<file path="src/rtl/dfir_cfg_arb.sv">
// dfir_cfg_arb: round-robin arbiter that lets NUM_REQ requesters share one
// DFIR configuration port. A granted requester keeps the grant until the
// controller reports completion (or the optional watchdog expires).
// Optional feature: define DFIR_CFG_ARB_TIMEOUT_EN to enable the watchdog
// that aborts stalled transactions with an error pulse.
module dfir_cfg_arb #(
    parameter int NUM_REQ        = 4,
    parameter int CONFIG_WIDTH   = 32,
    parameter int TIMEOUT_CYCLES = 1024
) (
    input  logic                            CLK,
    input  logic                            RST,
    input  logic [NUM_REQ-1:0]              isConfigReq,
    input  logic [NUM_REQ*CONFIG_WIDTH-1:0] Data_Config_In,
    output logic [NUM_REQ-1:0]              isConfigGnt,
    output logic [NUM_REQ-1:0]              isConfigDone_Req,
    output logic [NUM_REQ-1:0]              isConfigErr_Req,
    output logic                            isConfig_Out,
    output logic [CONFIG_WIDTH-1:0]         Data_Config_Out,
    input  logic                            isConfigACK_In,
    input  logic                            isConfigDone_In,
    output logic                            Busy
);

    localparam int IDX_W = (NUM_REQ > 1) ? $clog2(NUM_REQ) : 1;

    typedef enum logic [2:0] {
        IDLE,
        ISSUE,
        WAIT_ACK,
        STREAM,
        RELEASE
    } state_t;

    state_t                  state;
    state_t                  nextState;
    logic [IDX_W-1:0]        grantIdx;
    logic [IDX_W-1:0]        nextGrantIdx;
    logic [IDX_W-1:0]        ptr;
    logic [IDX_W-1:0]        winIdx;
    logic                    winFound;
    logic                    relDone;
    logic                    nextRelDone;
    logic                    wdExpire;
    logic [CONFIG_WIDTH-1:0] dataReg;
    logic [NUM_REQ-1:0]      grantOneHot;

    // Round-robin scan starting at ptr, wrapping past the last requester
    always_comb begin
        int unsigned cand;
        winFound = 1'b0;
        winIdx   = '0;
        cand     = 0;
        for (int unsigned i = 0; i < NUM_REQ; i++) begin
            cand = int'(ptr) + i;
            if (cand >= NUM_REQ) begin
                cand = cand - NUM_REQ;
            end
            if (!winFound && isConfigReq[IDX_W'(cand)]) begin
                winFound = 1'b1;
                winIdx   = IDX_W'(cand);
            end
        end
    end

`ifdef DFIR_CFG_ARB_TIMEOUT_EN
    localparam int WD_W = (TIMEOUT_CYCLES > 1) ? $clog2(TIMEOUT_CYCLES) : 1;

    logic [WD_W-1:0] wdCount;

    // Watchdog: zeroed in ISSUE so it starts at 0 on entering WAIT_ACK
    always_ff @(posedge CLK or posedge RST) begin
        if (RST) begin
            wdCount <= '0;
        end else if (state == WAIT_ACK || state == STREAM) begin
            wdCount <= wdCount + 1'b1;
        end else begin
            wdCount <= '0;
        end
    end

    assign wdExpire = (state == WAIT_ACK || state == STREAM) &&
                      (wdCount == WD_W'(TIMEOUT_CYCLES - 1));
`else
    assign wdExpire = 1'b0;
`endif

    // State register
    always_ff @(posedge CLK or posedge RST) begin
        if (RST) begin
            state <= IDLE;
        end else begin
            state <= nextState;
        end
    end

    // Next-state logic; a completion seen together with expiry counts as done
    always_comb begin
        nextState    = state;
        nextRelDone  = relDone;
        nextGrantIdx = grantIdx;
        case (state)
            IDLE: begin
                if (winFound) begin
                    nextState    = ISSUE;
                    nextGrantIdx = winIdx;
                end
            end
            ISSUE: begin
                nextState = WAIT_ACK;
            end
            WAIT_ACK: begin
                if (isConfigDone_In) begin
                    nextState   = RELEASE;
                    nextRelDone = 1'b1;
                end else if (isConfigACK_In) begin
                    nextState = STREAM;
                end else if (wdExpire) begin
                    nextState   = RELEASE;
                    nextRelDone = 1'b0;
                end
            end
            STREAM: begin
                if (isConfigDone_In) begin
                    nextState   = RELEASE;
                    nextRelDone = 1'b1;
                end else if (wdExpire) begin
                    nextState   = RELEASE;
                    nextRelDone = 1'b0;
                end
            end
            RELEASE: begin
                nextState = IDLE;
            end
            default: begin
                nextState = IDLE;
            end
        endcase
    end

    // Grant index, exit reason, rotating pointer and registered data word
    always_ff @(posedge CLK or posedge RST) begin
        if (RST) begin
            grantIdx <= '0;
            relDone  <= 1'b0;
            ptr      <= '0;
            dataReg  <= '0;
        end else begin
            grantIdx <= nextGrantIdx;
            relDone  <= nextRelDone;
            if (state == RELEASE) begin
                if (grantIdx == IDX_W'(NUM_REQ - 1)) begin
                    ptr <= '0;
                end else begin
                    ptr <= grantIdx + 1'b1;
                end
            end
            if (nextState == ISSUE || nextState == WAIT_ACK || nextState == STREAM) begin
                dataReg <= Data_Config_In[nextGrantIdx*CONFIG_WIDTH +: CONFIG_WIDTH];
            end else begin
                dataReg <= '0;
            end
        end
    end

    // Outputs decoded from the registered state
    always_comb begin
        grantOneHot           = '0;
        grantOneHot[grantIdx] = 1'b1;
        Busy                  = (state != IDLE);
        isConfig_Out          = (state == ISSUE);
        isConfigGnt           = (state != IDLE) ? grantOneHot : '0;
        isConfigDone_Req      = (state == RELEASE && relDone) ? grantOneHot : '0;
`ifdef DFIR_CFG_ARB_TIMEOUT_EN
        isConfigErr_Req       = (state == RELEASE && !relDone) ? grantOneHot : '0;
`else
        isConfigErr_Req       = '0;
`endif
        Data_Config_Out       = dataReg;
    end

endmodule
</file>
<file path="config.mk">
export PLATFORM = sky130hd
export DESIGN_NAME = dfir_cfg_arb
export DESIGN_NICKNAME = d
export VERILOG_FILES = /design/src/rtl/dfir_cfg_arb.sv
export SDC_FILE = /design/constraint.sdc
export NUM_CORES = 1
export LEC_CHECK = 0
export CORE_ASPECT_RATIO = 0.75
export CORE_MARGIN = 5
export CORE_UTILIZATION = 37
export CTS_BUF_LIST = sky130_fd_sc_hd__clkbuf_4
export DETAILED_ROUTE_END_ITERATION = 10
export MAX_ROUTING_LAYER = met4
export PLACE_DENSITY = 0.84
export SLEW_MARGIN = 20
export SYNTH_ARGS = -nofsm -noshare
export SYNTH_HDL_FRONTEND = slang
export SYNTH_SLANG_ARGS = --single-unit
</file>
<file path="constraint.sdc">
create_clock -name CLK -period 5.6 [get_ports CLK]
set_input_delay 1.12 -clock CLK [delete_from_list [all_inputs] [get_ports CLK]]
set_output_delay 1.12 -clock CLK [all_outputs]
set_load 0.01 [all_outputs]
</file>
==> Word-level counts from Yosys, hierarchy flattened <==
Index checks and enable logic that the tools add are counted.
W data, S select, Z words.
{ "word_totals": {"reg_bits": 40, "inputBits": 136} }
{ "classes": {"add_sub_neg": 8, "n_reduce_logical": 14, "order_cmp": 10, "shifts": 1, "mux": 33, "n_eq_ne": 8} }
{ "op_table": {"columns": ["operator", "count"], "rows": [
  ["$shiftx A128 B8 Y32", 1],
  ["$mux W32", 1],
  ["$mux W2", 11],
  ["$lt A2 B3 Y1 const B", 5],
  ["$eq A3 B2 Y1 const B", 4],
  ["$mux W3", 4],
  ["$pmux W3 S4", 1],
  ["$ge A3 B3 Y1 const B", 3],
  ["$mux W1", 9],
  ["$bmux W1 S2", 4],
  ["$mux W4", 2],
  ["$sub A2 B1 Y2 const B", 4],
  ["$add A2 B2 Y3 const B", 2],
  ["$eq A3 B1 Y1 const B", 2],
  ["$logic_and A1 B1 Y1", 5],
  ["$add A2 B1 Y3 const B", 1],
  ["$eq A3 B3 Y1 const B", 1],
  ["$ge A2 B3 Y1 const B", 1],
  ["$logic_not A1 Y1", 3],
  ["$logic_not A3 Y1", 1],
  ["$reduce_bool A3 Y1", 1],
  ["$add A2 B1 Y2 const B", 1],
  ["$demux W1 S2", 1],
  ["$eq A2 B2 Y1 const B", 1],
  ["4 further kinds", 5]
]} }

==> Longest topological paths before layout <==
Gate-level depths: netlist of run 1.
{ "logic_depth": {"ltp_word": 20, "mapped_depth": 8, "depth_no_buf": 5} }

==> Least setup slack after synthesis of run 1 <==
Ideal clock, no wire load.
{ "synth_timing": {"kind": "input-to-reg", "start": "in isConfigReq[2]", "end": "reg dataReg[30] (netlist: Data_Config_Out[30])", "cell_stages": 4, "setup_time_ps": 139, "setup_slack_ps": 3038, "path_buffers": 1, "t_arrival_ps": 2423, "path_cell_list": "or4_4 -> a32oi_1 -> clkbuf_1 -> o22ai_1"} }
{ "synth_between": {"elab_chain_len": 18, "word_cells_on_any_way": 33, "classes_between": "eq/ne (3); shift (1); mux (21); reduce/logical (8)"} }
{ "synth_rtl": {"columns": ["item", "line_no", "source"], "rows": [
  ["start: declaration", "13", "input logic [NUM_REQ-1:0] isConfigReq,"],
  ["parallel branches: the longest is 17 deep, another holds $bmux W1 S2", null, null],
  ["$mux W32 (*)", "158", "if (nextState == ISSUE || nextState == WAIT_ACK || nextState == STREAM) begin"],
  ["end signal: assignment", "159", "dataReg <= Data_Config_In[nextGrantIdx*CONFIG_WIDTH +: CONFIG_WIDTH];"],
  ["end: declaration", "45", "logic [CONFIG_WIDTH-1:0] dataReg;"]
]} }
Mark *: on every way between the ends. The select of a mux whose other input is x is not followed.
A chain may end at the register's enable or synchronous reset.

==> Worst setup path in the final report of run 1 <==
{ "layout_timing": {"start": "in isConfigReq[1]", "end": "reg dataReg[12] (netlist: Data_Config_Out[12])"} }
Same word-level chain as after synthesis.

==> impl_results.md, run 1 <==
- Htree depth: 2
- Post-cts gate resize count: 0
- Worst hold-check path type: reg2reg
- Layout overhead on the synthesized area: 77.5%
- Remaining routing DRC violations: 0
- Share of cells above drive strength 1: 5.56%
- Count of final hold-check violations: 0
- Worst-case setup margin in the final layout: 2380 ps
- Cell chain of the critical path: clkdlybuf4s50_1 -> or4_4 -> nand2_2 -> a22oi_2 -> buf_4 -> mux2i_1 -> o22ai_1
- Maximum clock skew at final layout: 4.18 ps
- Slowest cell on crit path: buf_4
- Standard cell area after detailed placement: 0.00411 mm²
- Register area share after synthesis: 42.4%
- Mux contribution to synthesized area: 27.6%
- Max Clock Freq: 310 MHz
- GP Congestion: 0.755
- Overall die width: 102 µm
- Die height: 79.2 µm
- Kind of launch point of the worst setup path: input port
- Non-Filler Instances: 459
- Number of global-route vias before repair: 2475
- Synthesized area divided by synthesized cell count: 11.5 µm²
- Reg area: 0.00100 mm²
- Inst Count DP: 451
- Buffers and inverters on the worst path: 2
- Count of different cell masters after synthesis: 34
- Data required time of the critical path: 5800 ps
- Final cycle utilization of the critical path: 57.5%
- Number of antenna diodes: 0
- Overall die area: 0.00810 mm²
- First-pass GRT wire length: 11.5 mm
- DRT antenna net count: 0
- Largest cells by area after synthesis: dfrtp_1 42%, mux2i_1 27%, o22ai_1 8.7%, ha_1 2.1%, buf_8 1.9%
- TritonRoute pass-1 iters: 4
- Final wirelength: 7.58 mm
- Initial antenna violation count: 0
- Fill cell count: 500
- Measured slew at the worst slew-check pin: 1050 ps
- Largest vdd supply drop: 0.325 mV
- Highest-count cells in the layout ignoring fill and taps: 177 x clkdlybuf4s50_1, 64 x mux2i_1, 40 x dfrtp_1
- TritonCTS buffer count: 5
- Worst Setup End Kind: flip-flop
- Routed WL per cell: 16.5 µm
- GR Overflow Total: 0
- Maximum single-stage delay on the critical path: 790 ps
- Synthesized-area fraction occupied by adder cells: 2.12%
- Synth Flop Type: dfrtp_1
- Critical Path Fanout Max: 65
- Fraction of the mapped netlist area in compound gates: 13.1%
- Initial core utilization: 37.7%
- #FFs+latches synth: 40
- Ports placed on the boundary: 182
- Aggregate negative setup slack: 0 ps
- Signal arrival time at the worst endpoint: 3430 ps
- DP HPWL: 6.07 mm
- Kind of critical path: in2reg
- Synth Area in Simple Gates: 6.09%
- CTS sink cnt: 40
- Core region area: 0.00626 mm²
- Max capacitance violation total: 0
- Most common cell after layout, fill and taps aside: clkdlybuf4s50_1
- Min cycle time layout: 3220 ps
- TritonCTS clock tree: yes
- Worst-case headroom to the max-slew limit: 29.9%
- Deepest clock path buffer count: 2
- Netlist area before placement: 0.00236 mm²
- Main combinational cell family by area after synthesis: multiplexers
- Clock Root Buffer: clkbuf_4
- GRT Total Usage: 18.7%
- Pin count of the biggest net entering global routing: 66
- Post-place setup slack: 2000 ps
- Top-area cell type share of the netlist area: 42.4%
- Placement row count: 25
- Post-CTS Setup Repair Bufs: 0
- Run status: finished, final reports clean
- RSZ-0062 raised after global routing: no
- Worst-skew pair later-pin latency: 350 ps
- Power density over cell area: 468 mW/mm²
- Area used by multi-input combinational logic: 0.00118 mm²
- Pleak: 0.00189 µW
- Per-cell via count in the routed design: 4.95
- Number of flops mapped to enable cells by yosys: 0
- Final max-slew violation count: 0
- Hold_buf cts: 0
- Clock transition at the registers of the reported paths: 120 ps
- Largest delay share family, worst path: buffers and inverters
- Final core utilization: 67.0%
- Non-Filler Cell Area, Final: 0.00419 mm²
- Gate Count Post-Synth: 205
- Xor and xnor area share after synthesis: 0%
- Post-layout net count: 517
- DR vias: 2271
- Final number of setup-violating endpoints: 0
- Starting DRC count in detailed routing: 38
- Yosys warns: 0
- Async set-reset flop share out of synthesis: 100%
- Cell type with the largest total area after synthesis: dfrtp_1
- Port bufs: 177
metrics by stage:
step           power [µW]  hold WS [ps]
3_5_place_dp         1790           466
3_3_place_gp         1760           452
2_1_floorplan        1390           431
5_1_grt              2090           516
4_1_cts              1990           496
6_report             1960           495
sequential cells by signal (all words and copies together), names as in the netlist:
signal and flops:
relDone 1, Data_Config_Out 32, grantIdx 2, ptr 2, state 3
report_power, final:
group	internal, µW	switching (µW)	total, µW
Clock	98.5	99.2	198
Combinational	677	614	1290
Sequential	418	56.6	475
Yosys cell counts (2+ instances only):
master,instances
ha_1,4
buf_4,4
nor2_1,3
and2_1,4
a21oi_1,2
o22ai_1,33
dfrtp_1,40
inv_1,8
nand2_1,4
buf_2,5
clkbuf_1,2
nor2b_1,5
buf_8,3
buf_6,2
buf_12,2
nor3b_1,2
o221ai_1,2
mux2i_1,64
final cells by class:
type,count,share of cell area [%]
timing repair buffer,180,42.8
multi-input combinational,142,28.3
sequential,40,23.9
tap,81,2.42
clock buffer,6,1.07
clock inverter,2,0.836
inverter,8,0.716
layer usage:
| layer | track usage, % | vias to the layer above | routed length [µm] |
|---|---|---|---|
| li1 | - | 1102 | - |
| met1 | 20.9 | 1046 | 2900 |
| met2 | 32.7 | 110 | 4050 |
| met3 | 4.74 | 13 | 517 |
| met4 | 5.90 | 0 | 112 |
| met5 | - | - | 0 |
path summary, 6_finish.rpt:
kind / start / endpoint / slack (ps) / cells past startpoint
hold / removal: relDone / relDone / 490 / 1
hold reg to reg: relDone / relDone / 490 / 1
setup / recovery: isConfigReq[1] / Data_Config_Out[12] / 2380 / 7
setup reg to reg: state[2] / Data_Config_Out[12] / 2890 / 6
min in group asynchronous: RST / Data_Config_Out[15] / 1250 / 2
max in group asynchronous: RST / Data_Config_Out[16] / 3790 / 2
cells by family after synthesis:
kind of cell               after synthesis
muxes                                   65
AOI/OAI and AO/OA                       46
DFF                                     40
buffers and inverters                   26
and+or+nand+nor                         23
adders and majority gates                4
other                                    1
Power figures use the tool's default switching activity.
==> run 2: changes to the inputs <==
--- a/config.mk
+++ b/config.mk
@@ -7,11 +7,11 @@
 export LEC_CHECK = 0
 export CORE_ASPECT_RATIO = 0.75
 export CORE_MARGIN = 5
-export CORE_UTILIZATION = 37
+export CORE_UTILIZATION = 31
 export CTS_BUF_LIST = sky130_fd_sc_hd__clkbuf_4
 export DETAILED_ROUTE_END_ITERATION = 10
 export MAX_ROUTING_LAYER = met4
-export PLACE_DENSITY = 0.84
+export PLACE_DENSITY = 0.74
 export SLEW_MARGIN = 20
 export SYNTH_ARGS = -nofsm -noshare
 export SYNTH_HDL_FRONTEND = slang
==> constraint.sdc (replaced) <==
create_clock -name CLK -period 2.8 [get_ports CLK]
set_input_delay 0.56 -clock CLK [delete_from_list [all_inputs] [get_ports CLK]]
set_output_delay 0.56 -clock CLK [all_outputs]
set_load 0.01 [all_outputs]
==> run 2 against run 1 <==
Setup slack worse by 2100 ps. Final area grew 1.6%. Largest cell class unchanged. Power rose by 100%. Critical endpoint is now isConfigDone_Req[3]. Non-clock buffer count is 2 higher.
==> impl_results.md, run 2 (synthesized netlist as in run 1, its figures left out) <==
- DR vias: 2290
- Min cycle time layout: 2530 ps
- Highest-count cells in the layout ignoring fill and taps: 177 x clkdlybuf4s50_1, 64 x mux2i_1, 40 x dfrtp_1
- Die height: 85.6 µm
- Post-cts gate resize count: 0
- Most common cell after layout, fill and taps aside: clkdlybuf4s50_1
- GP Congestion: 0.814
- First-pass GRT wire length: 12.3 mm
- Final wirelength: 7.95 mm
- Count of final hold-check violations: 0
- Largest vdd supply drop: 0.613 mV
- Post-layout net count: 519
- Layout overhead on the synthesized area: 80.3%
- Cell chain of the critical path: nor2_1 -> and3_1 -> and2_1 -> clkdlybuf4s50_1
- TritonCTS clock tree: yes
- Maximum single-stage delay on the critical path: 540 ps
- Initial core utilization: 32.1%
- TritonCTS buffer count: 5
- Initial antenna violation count: 0
- Worst-case setup margin in the final layout: 274 ps
- Routed WL per cell: 16.5 µm
- Ports placed on the boundary: 182
- Starting DRC count in detailed routing: 41
- Worst-case headroom to the max-slew limit: 42.3%
- Post-place setup slack: 221 ps
- Deepest clock path buffer count: 2
- Data required time of the critical path: 2240 ps
- GRT Total Usage: 16.6%
- Clock Root Buffer: clkbuf_4
- Pleak: 0.00190 µW
- Run status: finished, final reports clean
- Number of antenna diodes: 0
- TritonRoute pass-1 iters: 4
- CTS sink cnt: 40
- Pin count of the biggest net entering global routing: 41
- Fill cell count: 663
- Final max-slew violation count: 0
- Hold_buf cts: 0
- Aggregate negative setup slack: 0 ps
- Non-Filler Cell Area, Final: 0.00426 mm²
- Signal arrival time at the worst endpoint: 1970 ps
- Kind of launch point of the worst setup path: flip-flop
- Per-cell via count in the routed design: 4.76
- DP HPWL: 6.32 mm
- DRT antenna net count: 0
- Clock transition at the registers of the reported paths: 120 ps
- Port bufs: 177
- Final number of setup-violating endpoints: 0
- Overall die width: 111 µm
- Maximum clock skew at final layout: 7.64 ps
- Slowest cell on crit path: clkdlybuf4s50_1
- Placement row count: 27
- Overall die area: 0.00948 mm²
- RSZ-0062 raised after global routing: no
- Core region area: 0.00736 mm²
- Standard cell area after detailed placement: 0.00420 mm²
- Largest delay share family, worst path: simple AND/OR/NAND/NOR gates
- Worst-skew pair later-pin latency: 330 ps
- Final cycle utilization of the critical path: 90.2%
- Number of global-route vias before repair: 2492
- Buffers and inverters on the worst path: 1
- Remaining routing DRC violations: 0
- Measured slew at the worst slew-check pin: 865 ps
- Max Clock Freq: 396 MHz
- Worst Setup End Kind: output pin
- Max capacitance violation total: 0
- Share of cells above drive strength 1: 5.79%
- Htree depth: 2
- Power density over cell area: 939 mW/mm²
- Number of flip-flops in the largest register: 32
- Post-CTS Setup Repair Bufs: 0
- Worst hold-check path type: reg2reg
- Kind of critical path: reg2out
- GR Overflow Total: 0
- Critical Path Fanout Max: 5
==> run 2: cell types whose count changed in the layout (fill, tap and decap cells not counted), sizes merged <==
cell,change
bufinv,-1
buf,+2
clkbuf,+1
==> run 2: where the power goes <==
group / internal [µW] / switching, µW
Sequential: 838 / 123
Combinational: 1460 / 1280
Clock: 116 / 187
==> run 2: per-stage QoR <==
stage | util (%) | hold WS (ps) | total power [µW] | std cells
global placement | 57.0 | 463 | 3680 | 473
CTS | 57.8 | 500 | 4070 | 481
finish | 57.8 | 499 | 4000 | 481
global route | 57.8 | 522 | 4290 | 481
detailed placement | 57.0 | 469 | 3760 | 473
floorplan | - | 431 | 2770 | 208
==> run 2: area by class of cell <==
cell class / instances / area (µm²) / area share [%]
sequential: 40 / 1000 / 23.5
clock buffer: 7 / 52.6 / 1.23
timing repair buffer: 182 / 1850 / 43.4
multi-input combinational: 142 / 1200 / 28.1
clock inverter: 1 / 3.75 / 0.0882
tap: 101 / 126 / 2.97
inverter: 8 / 30.0 / 0.705
==> run 2: worst paths after layout <==
kind | from | to | slack, ps | depth (start not counted)
setup / recovery | state[1] | isConfigDone_Req[3] | 270 | 4
hold / removal | relDone | relDone | 500 | 1
setup reg to reg | state[2] | Data_Config_Out[28] | 600 | 6
hold reg to reg | relDone | relDone | 500 | 1
max in group asynchronous | RST | Data_Config_Out[22] | 1530 | 2
min in group asynchronous | RST | Data_Config_Out[14] | 720 | 2
==> run 2: layer usage <==
metal / GRT usage, % / wire length, µm / vias up
met5: - / 0 / -
met4: 3.02 / 38 / 0
met3: 5.71 / 656 / 4
met2: 28.8 / 4030 / 112
met1: 18.9 / 3230 / 1068
li1: - / - / 1106
==> run 3: changes to the inputs <==
--- a/config.mk
+++ b/config.mk
@@ -10,6 +10,7 @@
 export CORE_UTILIZATION = 31
 export CTS_BUF_LIST = sky130_fd_sc_hd__clkbuf_4
 export DETAILED_ROUTE_END_ITERATION = 10
+export HOLD_SLACK_MARGIN = 0.12
 export MAX_ROUTING_LAYER = met4
 export PLACE_DENSITY = 0.74
 export SLEW_MARGIN = 20
==> results of run 3 <==
Final layout, timing and power as in run 2 (identical DEF).
